### src/rtl/uart_frame_rx_if.sv
// Bus between the UART RX byte stream, the frame decoder and the MCU-side
// command logic.
//
// Handshakes: a transfer happens on a rising clk edge when valid and ready
// are both high. The producer holds valid and its data stable until that
// edge. Input stream: in_valid/in_ready/in_data. Frame hand-off:
// frame_valid/frame_ready, with frame_cmd, frame_len and the payload read
// port held stable while frame_valid is high.
//
// The slave modport is the decoder; the master modport is its environment.
interface uart_frame_rx_if #(
   parameter int AW = 4
);
   logic          in_valid;
   logic          in_ready;
   logic [7:0]    in_data;
   logic          frame_valid;
   logic          frame_ready;
   logic [7:0]    frame_cmd;
   logic [7:0]    frame_len;
   logic [AW-1:0] pl_raddr;
   logic [7:0]    pl_rdata;
   logic          err_chk;
   logic          err_len;
   logic          err_timeout;
   logic [7:0]    err_cnt;
   logic          busy;
   logic [2:0]    dbg_state;

   modport slave (
      input  in_valid, in_data, frame_ready, pl_raddr,
      output in_ready, frame_valid, frame_cmd, frame_len, pl_rdata,
             err_chk, err_len, err_timeout, err_cnt, busy, dbg_state
   );

   modport master (
      output in_valid, in_data, frame_ready, pl_raddr,
      input  in_ready, frame_valid, frame_cmd, frame_len, pl_rdata,
             err_chk, err_len, err_timeout, err_cnt, busy, dbg_state
   );
endinterface

### src/rtl/uart_frame_rx.sv
// Frame decoder behind the UART RX byte stream.
// Frame layout: SOF, CMD, LEN, LEN payload bytes, CHK, where
// CHK = (CMD + LEN + sum of payload) mod 256. No byte escaping.
// A verified frame is held (input back-pressured) until the consumer
// releases it; the payload is readable through a random-access port.
module uart_frame_rx #(
   parameter int         MAX_LEN     = 16,
   parameter logic [7:0] SOF_BYTE    = 8'hA5,
   parameter int         TIMEOUT_CYC = 500_000,
   parameter int         AW          = (MAX_LEN > 1) ? $clog2(MAX_LEN) : 1
) (
   input  logic            clk,
   input  logic            rst_n,
   uart_frame_rx_if.slave  bus
);

   // Counter only needs to reach TIMEOUT_CYC-2 before the timeout fires.
   localparam int TW = (TIMEOUT_CYC > 2) ? $clog2(TIMEOUT_CYC) : 1;

   typedef enum logic [2:0] {
      S_HUNT    = 3'd0,
      S_CMD     = 3'd1,
      S_LEN     = 3'd2,
      S_PAYLOAD = 3'd3,
      S_CHK     = 3'd4,
      S_HOLD    = 3'd5
   } state_t;

   state_t        state;
   logic [7:0]    cmd_r;
   logic [7:0]    len_r;
   logic [7:0]    sum;
   logic [7:0]    idx;
   logic [TW-1:0] tmo_cnt;
   logic          frame_valid_r;
   logic          err_chk_r;
   logic          err_len_r;
   logic          err_timeout_r;
   logic [7:0]    err_cnt_r;
   logic [7:0]    pl_mem [0:MAX_LEN-1];

   logic accept;
   logic tmo_hit;
   logic len_too_big;
   logic pl_last;

   assign bus.in_ready = (state != S_HOLD);
   assign accept       = bus.in_valid && bus.in_ready;

   // Fires on the idle cycle in which the counter would reach TIMEOUT_CYC-1.
   assign tmo_hit = (TIMEOUT_CYC != 0) &&
                    ((32'(tmo_cnt) + 32'd1) >= (32'(TIMEOUT_CYC) - 32'd1));

   assign len_too_big = (32'(bus.in_data) > 32'(MAX_LEN));
   assign pl_last     = (idx == (len_r - 8'd1));

   function automatic logic [7:0] sat_inc(input logic [7:0] v);
      return (v == 8'hFF) ? v : v + 8'd1;
   endfunction

   // Frame decoder FSM with timeout, checksum and error accounting.
   always_ff @(posedge clk or negedge rst_n) begin
      if (!rst_n) begin
         state         <= S_HUNT;
         cmd_r         <= 8'h00;
         len_r         <= 8'h00;
         sum           <= 8'h00;
         idx           <= 8'h00;
         tmo_cnt       <= '0;
         frame_valid_r <= 1'b0;
         err_chk_r     <= 1'b0;
         err_len_r     <= 1'b0;
         err_timeout_r <= 1'b0;
         err_cnt_r     <= 8'h00;
      end else begin
         err_chk_r     <= 1'b0;
         err_len_r     <= 1'b0;
         err_timeout_r <= 1'b0;
         case (state)
            S_HUNT: begin
               tmo_cnt <= '0;
               if (accept && (bus.in_data == SOF_BYTE)) begin
                  sum   <= 8'h00;
                  state <= S_CMD;
               end
            end
            S_HOLD: begin
               tmo_cnt <= '0;
               if (frame_valid_r && bus.frame_ready) begin
                  frame_valid_r <= 1'b0;
                  state         <= S_HUNT;
               end
            end
            default: begin
               // In-frame states: a byte arriving on the last allowed cycle
               // wins over the timeout.
               if (accept) begin
                  tmo_cnt <= '0;
                  case (state)
                     S_CMD: begin
                        cmd_r <= bus.in_data;
                        sum   <= sum + bus.in_data;
                        state <= S_LEN;
                     end
                     S_LEN: begin
                        if (len_too_big) begin
                           err_len_r <= 1'b1;
                           err_cnt_r <= sat_inc(err_cnt_r);
                           state     <= S_HUNT;
                        end else begin
                           len_r <= bus.in_data;
                           sum   <= sum + bus.in_data;
                           idx   <= 8'h00;
                           state <= (bus.in_data == 8'h00) ? S_CHK : S_PAYLOAD;
                        end
                     end
                     S_PAYLOAD: begin
                        sum <= sum + bus.in_data;
                        idx <= idx + 8'd1;
                        if (pl_last) state <= S_CHK;
                     end
                     S_CHK: begin
                        if (bus.in_data == sum) begin
                           frame_valid_r <= 1'b1;
                           state         <= S_HOLD;
                        end else begin
                           err_chk_r <= 1'b1;
                           err_cnt_r <= sat_inc(err_cnt_r);
                           state     <= S_HUNT;
                        end
                     end
                     default: state <= S_HUNT;
                  endcase
               end else if (tmo_hit) begin
                  err_timeout_r <= 1'b1;
                  err_cnt_r     <= sat_inc(err_cnt_r);
                  tmo_cnt       <= '0;
                  state         <= S_HUNT;
               end else if (TIMEOUT_CYC != 0) begin
                  tmo_cnt <= tmo_cnt + TW'(1);
               end
            end
         endcase
      end
   end

   // Payload buffer write; contents need no reset since frame_len guards reads.
   always_ff @(posedge clk) begin
      if (accept && (state == S_PAYLOAD)) pl_mem[idx[AW-1:0]] <= bus.in_data;
   end

   assign bus.pl_rdata    = (32'(bus.pl_raddr) < 32'(len_r)) ? pl_mem[bus.pl_raddr] : 8'h00;
   assign bus.frame_valid = frame_valid_r;
   assign bus.frame_cmd   = cmd_r;
   assign bus.frame_len   = len_r;
   assign bus.err_chk     = err_chk_r;
   assign bus.err_len     = err_len_r;
   assign bus.err_timeout = err_timeout_r;
   assign bus.err_cnt     = err_cnt_r;
   assign bus.busy        = (state != S_HUNT);
   assign bus.dbg_state   = state;

endmodule

### src/flat_wrapper.sv
// flat-port wrapper written by rule: the top's interface ports become plain ports
module uart_frame_rx_flat 
#(
   parameter int         MAX_LEN     = 16,
   parameter logic [7:0] SOF_BYTE    = 8'hA5,
   parameter int         TIMEOUT_CYC = 500_000,
   parameter int         AW          = (MAX_LEN > 1) ? $clog2(MAX_LEN) : 1
)
  (clk, rst_n, bus_in_valid, bus_in_data, bus_frame_ready, bus_pl_raddr, bus_in_ready, bus_frame_valid, bus_frame_cmd, bus_frame_len, bus_pl_rdata, bus_err_chk, bus_err_len, bus_err_timeout, bus_err_cnt, bus_busy, bus_dbg_state);
  uart_frame_rx_if #(.AW(AW)) bus_i ();
  input  logic clk;
  input  logic rst_n;
  input wire logic [$bits(bus_i.in_valid)-1:0] bus_in_valid;
  input wire logic [$bits(bus_i.in_data)-1:0] bus_in_data;
  input wire logic [$bits(bus_i.frame_ready)-1:0] bus_frame_ready;
  input wire logic [$bits(bus_i.pl_raddr)-1:0] bus_pl_raddr;
  output wire logic [$bits(bus_i.in_ready)-1:0] bus_in_ready;
  output wire logic [$bits(bus_i.frame_valid)-1:0] bus_frame_valid;
  output wire logic [$bits(bus_i.frame_cmd)-1:0] bus_frame_cmd;
  output wire logic [$bits(bus_i.frame_len)-1:0] bus_frame_len;
  output wire logic [$bits(bus_i.pl_rdata)-1:0] bus_pl_rdata;
  output wire logic [$bits(bus_i.err_chk)-1:0] bus_err_chk;
  output wire logic [$bits(bus_i.err_len)-1:0] bus_err_len;
  output wire logic [$bits(bus_i.err_timeout)-1:0] bus_err_timeout;
  output wire logic [$bits(bus_i.err_cnt)-1:0] bus_err_cnt;
  output wire logic [$bits(bus_i.busy)-1:0] bus_busy;
  output wire logic [$bits(bus_i.dbg_state)-1:0] bus_dbg_state;
  assign bus_i.in_valid = bus_in_valid;
  assign bus_i.in_data = bus_in_data;
  assign bus_i.frame_ready = bus_frame_ready;
  assign bus_i.pl_raddr = bus_pl_raddr;
  assign bus_in_ready = bus_i.in_ready;
  assign bus_frame_valid = bus_i.frame_valid;
  assign bus_frame_cmd = bus_i.frame_cmd;
  assign bus_frame_len = bus_i.frame_len;
  assign bus_pl_rdata = bus_i.pl_rdata;
  assign bus_err_chk = bus_i.err_chk;
  assign bus_err_len = bus_i.err_len;
  assign bus_err_timeout = bus_i.err_timeout;
  assign bus_err_cnt = bus_i.err_cnt;
  assign bus_busy = bus_i.busy;
  assign bus_dbg_state = bus_i.dbg_state;
  uart_frame_rx #(.MAX_LEN(MAX_LEN), .SOF_BYTE(SOF_BYTE), .TIMEOUT_CYC(TIMEOUT_CYC), .AW(AW)) u_core (.clk(clk), .rst_n(rst_n), .bus(bus_i));
endmodule
### config.mk
export PLATFORM = sky130hd
export DESIGN_NAME = uart_frame_rx_flat
export DESIGN_NICKNAME = d
export VERILOG_FILES = /design/src/rtl/uart_frame_rx_if.sv /design/src/rtl/uart_frame_rx.sv /design/src/flat_wrapper.sv
export SDC_FILE = /design/constraint.sdc
export NUM_CORES = 1
export LEC_CHECK = 0
export CORE_UTILIZATION = 59
export CTS_CLUSTER_DIAMETER = 150
export DETAILED_ROUTE_END_ITERATION = 10
export PLACE_DENSITY = 0.88
export SKIP_LAST_GASP = 1
export SLEW_MARGIN = 20
export SYNTH_ARGS = -nofsm -noshare
export SYNTH_HDL_FRONTEND = slang
export SYNTH_SLANG_ARGS = --single-unit
### constraint.sdc
create_clock -name clk -period 2.94 [get_ports clk]
set_input_delay 0.441 -clock clk [delete_from_list [all_inputs] [get_ports clk]]
set_output_delay 0.441 -clock clk [all_outputs]
set_load 0.01 [all_outputs]
==> impl_metrics.toml, run 1 <==
[setup_path]
worstSetupStartpoint = "u_core.bus.frame_len[1]"
setup.worst_path.start_class = "flop"
required_ps = 2500
r2r_start = "u_core.tmo_cnt[0]"
cp_max_fo = 8
crit_arrival_ps = 2410
end_kind = "output pin"
critPathKind = "reg -> out"

[power]
ir_drop_mv = 0.483
powerDensity_nw_per_um2 = 521
p_leak_nw = 4.02

[layout]
layout-drive-gt1-share = 0.205
final.fill_count = 860
final_cell_area_um2 = 10600
final_common_cell = "edfxtp_1"
final_cell_mix = "edfxtp_1 (128), dfrtp_1 (65), nor2_1 (46)"
antenna_cells = 0
syn_to_final_growth_pct = 19.5
final_nets = 750

[grt]
grt_max_degree = 56
grt_pass1_vias = 5996
antenna_found_initial = 0
gr-total-overflow = 0
grt_first_pass_wirelength_um = 34100
track_usage = 0.298

[placed_design]
place_area_um2 = 9990
io_buffers = 56
dp_hpwl_um = 14700
globalplace.congestion = 0.911

[run_status]
outcome = "complete, no violations"

[die]
row_count = 44
start_util = 0.609
die-height_um = 125
die_w_um = 125
io-pin-count = 57
dieArea_um2 = 15600
core-area_um2 = 14600

[logic_synthesis]
ys.flop_type = "edfxtp_1"
syn-cell-area_um2 = 8890
synth-edff-count = 128
synth_nets = 648
syn_area_per_cell_um2 = 14.5
synth_compound_area_frac = 0.0559
async_flop_share = 0.340
yosys_warnings = 0
synthMuxAreaShare = 0.120
synth_top_family_by_area = "simple AND/OR/NAND/NOR gates"
ys_ff_latch = 194
ys_seq_area_frac = 0.618
synthesis.instances = 613
synth_xor_area_frac = 0.0394
synthSimpleGateAreaFrac = 0.121
synthDistinctLibCells = 60
yosys.area_share.adder = 0.0276

[sta]
worstMarginPinSlew_ps = 631
skew_ps = 12.5
tns_ps = 0
drv_slew = 0
min_period_ps = 2850
relSlewSlack = 0.576
finalSetupViolCount = 0
rsz0062_at_grt = "no"
fmax_ghz = 0.351
finalCritPeriodShare = 0.969
final-hold-violation-count = 0

[clock_tree]
cts_made_buffers = 17
clkLatencyLatePin_ps = 440
cts_htree_levels = 4
clk_path_buf_depth = 2
cts_root_buffer = "clkbuf_16"
cts_setup_buffers = 0
path_clk_slew_ps = 80
cts_tree = "yes"
clkSinkCount = 194

[drt]
wirelength_um = 21800
drcViolationCount = 0
vias = 5804
drtIter0Drc = 503
routedWlPerCell_um = 23.9
via_per_inst = 6.36
ant_nets = 0
dr.pass1.iters = 5

[hold_path]
min_path_type = "in -> async"

[flow_run]
cap_violations = 0
## synthesized netlist by cell type (all sizes together), types with 4 or more instances
library cell / number / share of area
nor4: 4 / 0.0062
nand4: 14 / 0.012
nor2: 46 / 0.019
mux2: 13 / 0.016
inv: 18 / 0.0076
clkbuf: 14 / 0.0059
nand2b: 4 / 0.0028
buf: 8 / 0.0044
a21o: 7 / 0.0059
and2: 15 / 0.011
xor2: 14 / 0.014
a22o: 5 / 0.0049
nor2b: 15 / 0.011
xnor2: 26 / 0.026
nand3: 24 / 0.014
nand2: 33 / 0.014
ha: 18 / 0.025
mux4: 40 / 0.10
dfrtp: 66 / 0.19
and3: 9 / 0.0063
nor3: 17 / 0.011
o21ai: 22 / 0.012
a21oi: 10 / 0.0056
nor3b: 4 / 0.0034
a31oi: 5 / 0.0052
edfxtp: 128 / 0.43
## report_power, final
part	switching, mW	internal, mW
combinational	0.138	0.121
clock	1.13	1.23
sequential	0	2.91
total	1.27	4.26
## worst max-delay path, stage by stage (launching register included)
cell and delay [ps]:
dfrtp_1 390, inv_2 100, ha_1 230, o21ai_0 100
nand2b_1 90, a21o_1 200, a21oi_2 180, nor4b_4 80
buf_12 150, nor2b_1 170, clkdlybuf4s15_1 280
## kinds of logic (layout without fill, tap and decap cells)
group | count (synthesis) | in the layout
xor+xnor | 40 | 40
buf+inv | 40 | 155
compound gates | 69 | 69
flops | 194 | 194
mux | 55 | 55
fa+ha+maj | 19 | 19
simple gates | 196 | 196
## state kept, by name, summed over array words and instances, names as in the netlist
register,count
u_core.sum,8
u_core.idx,8
u_core.pl_mem,128
u_core.bus.frame_len,8
u_core.bus.err_len,1
u_core.bus.frame_valid,1
u_core.tmo_cnt,19
u_core.bus.err_chk,1
u_core.bus.err_cnt,8
u_core.bus.err_timeout,1
u_core.bus.dbg_state,3
u_core.bus.frame_cmd,8
## path summary, 6_finish.rpt
kind	end	slack (ps)	cells after the start
worst max-delay path	bus_pl_rdata[6]	90	10
worst min-delay path	u_core.sum[6]	420	2
worst max register to register	u_core.bus.err_cnt[1]	210	8
worst min register to register	u_core.bus.err_cnt[4]	500	1
max in group asynchronous	u_core.bus.frame_len[0]	1900	3
min in group clk	u_core.bus.err_cnt[4]	500	1
## stage by stage
step	hold slack, ps	power, mW	utilization	worst slack [ps]	std cells
6_report	423	5.53	0.728	91.2	912
5_1_grt	453	5.66	0.728	18.4	912
4_1_cts	425	5.55	0.728	69.1	912
3_5_place_dp	356	3.23	0.684	-451	879
3_3_place_gp	347	3.21	0.684	-240	879
2_1_floorplan	145	3.08	-	384	613
## routing by layer
metal | GRT usage | share of wire
met5 | 0 | 0
met4 | 0.122 | 0.035
met3 | 0.0662 | 0.073
met2 | 0.515 | 0.53
met1 | 0.361 | 0.37
## layout make-up
class / instances / area, um2 / area share
Sequential cell: 194 / 5500 / 0.518
Multi-Input combinational cell: 379 / 3250 / 0.306
Timing Repair Buffer: 105 / 961 / 0.0905
Clock buffer: 18 / 429 / 0.0404
Tap cell: 184 / 230 / 0.0217
Clock inverter: 14 / 184 / 0.0173
Inverter: 18 / 67.6 / 0.00636
## timing repair
action                                  in CTS  in global routing
hold buffers                                 1                  0
endpoints found under the hold margin       11                  0
endpoints found under the setup margin       8                  1
gates resized for setup                     14                  1
pin swaps                                    1                  0
(Power assumes the default switching activity.)
==> inputs of run 2 (changes only) <==
--- a/config.mk
+++ b/config.mk
@@ -5,6 +5,7 @@
 export SDC_FILE = /design/constraint.sdc
 export NUM_CORES = 1
 export LEC_CHECK = 0
+export CORE_ASPECT_RATIO = 0.7
 export CORE_UTILIZATION = 59
 export CTS_CLUSTER_DIAMETER = 150
 export DETAILED_ROUTE_END_ITERATION = 10
==> run 2 against run 1 <==
  * Clock-buffer cell count decreased by 1
  * Clock power decreased by 3%
  * Critical path type unchanged
  * Flip-flop and latch count unchanged
==> impl_metrics.toml, run 2 (same netlist as run 1, synthesis figures left out) <==
[setup_path]
crit_arrival_ps = 2410
cp_max_fo = 4
r2r_end = "u_core.bus.err_cnt[1]"
end_kind = "output pin"
critPathKind = "reg -> out"
setup.worst_path.start_class = "flop"
r2r_start = "u_core.tmo_cnt[0]"
rr_worst_depth = 8
reg2reg_slack_ps = 190
required_ps = 2500

[sta]
worstMarginPinSlew_ps = 771
finalSetupViolCount = 0
whs_ps = 5.91
finalCritPeriodShare = 0.971
fmax_ghz = 0.350
skew_ps = 14.0
rsz0062_at_grt = "no"
min_period_ps = 2860
drv_slew = 0
setup_slack_ps = 84.5
final-hold-violation-count = 0
tns_ps = 0
relSlewSlack = 0.484

[layout]
final_nets = 752
largest_reg_flops = 128
layout-drive-gt1-share = 0.218
finalNonFillerCells = 925
antenna_cells = 0
final_common_cell = "edfxtp_1"
syn_to_final_growth_pct = 19.3
final_cell_mix = "edfxtp_1 (128), dfrtp_1 (65), buf_4 (48)"

[die]
io-pin-count = 57
die_w_um = 149
dieArea_um2 = 15600
core-area_um2 = 14700
die-height_um = 105
start_util = 0.604
row_count = 37

[clock_tree]
clkSinkCount = 194
cts_htree_levels = 4
cts_root_buffer = "clkbuf_16"
clkLatencyLatePin_ps = 440
clk_path_buf_depth = 2
path_clk_slew_ps = 80
cts_tree = "yes"
cts_made_buffers = 17

[drt]
wirelength_um = 22500
routedWlPerCell_um = 24.3
vias = 5991
ant_nets = 0
drtIter0Drc = 675
dr.pass1.iters = 5
drcViolationCount = 0
via_per_inst = 6.48

[grt]
grt_first_pass_wirelength_um = 34800
grt_max_degree = 28
gr-total-overflow = 0
track_usage = 0.307
grt_pass1_vias = 6018
antenna_found_initial = 0

[placed_design]
dp_hpwl_um = 15000
globalplace.congestion = 0.939
dp_slack_ps = -460
io_buffers = 56
place_inst = 890

[run_status]
outcome = "complete, no violations"

[power]
p_leak_nw = 3.99
powerDensity_nw_per_um2 = 514
ir_drop_mv = 0.416

[hold_path]
min_path_type = "in -> async"

[flow_run]
cap_violations = 0
==> run 2: worst max-delay path, stage by stage, from the launching register on <==
cell,delay [ps]
dfrtp_1,430
inv_2,130
ha_4,220
o21ai_1,80
nand2b_1,80
a21o_1,190
a21oi_2,150
nor4b_2,60
buf_4,160
buf_4,140
nor2b_1,100
clkdlybuf4s15_1,250
==> run 2: layout make-up <==
class,instances,area (um2)
clock inverter,15,161
clock buffer,17,425
multi-input combinational,379,3260
fill,888,4120
timing repair buffer,107,946
tap,195,244
sequential,194,5500
inverter,18,67.6
==> run 2: stage by stage <==
step / power [mW] / utilization / instance area [um2]
CTS: 5.46 / 0.719 / 10600
floorplan: 3.08 / - / 8890
detailed placement: 3.22 / 0.678 / 9970
global placement: 3.21 / 0.678 / 9970
finish: 5.45 / 0.720 / 10600
global route: 5.59 / 0.720 / 10600
==> run 2: routing by layer <==
| metal | routed length (um) | part of all wire | vias up | GRT usage |
|---|---|---|---|---|
| met1 | 8920 | 0.40 | 2998 | 0.438 |
| met2 | 10700 | 0.48 | 388 | 0.473 |
| met5 | 0 | 0 | - | 0 |
| met4 | 586 | 0.026 | 0 | 0.102 |
| met3 | 2300 | 0.10 | 62 | 0.0664 |
| li1 | - | - | 2543 | - |
==> run 2: how the worst max path moves through the flow <==
| stage | from | endpoint | slack [ps] | cells past startpoint |
|---|---|---|---|---|
| 6_report | u_core.bus.frame_len[1] | bus_pl_rdata[7] | 80 | 11 |
| 3_3_place_gp | bus_pl_raddr[1] | bus_pl_rdata[0] | -300 | 10 |
| 3_5_place_dp | bus_pl_raddr[1] | bus_pl_rdata[3] | -460 | 10 |
| 2_1_floorplan | bus_pl_raddr[0] | bus_pl_rdata[0] | 380 | 5 |
| 5_1_grt | u_core.bus.frame_len[1] | bus_pl_rdata[0] | 40 | 11 |
| 4_1_cts | u_core.bus.frame_len[1] | bus_pl_rdata[2] | -20 | 11 |
==> run 2: repair_timing <==
action,4_1_cts,5_1_grt
gates resized for setup,14,14
hold buffers,0,0
setup buffers,2,1
pin swaps,1,2
gates cloned,0,0
setup endpoints to repair,8,12
==> run 2: where the power goes <==
group	switching, mW	internal, mW	total, mW
sequential	0	2.91	2.91
combinational	0.138	0.118	0.256
clock	1.14	1.14	2.29
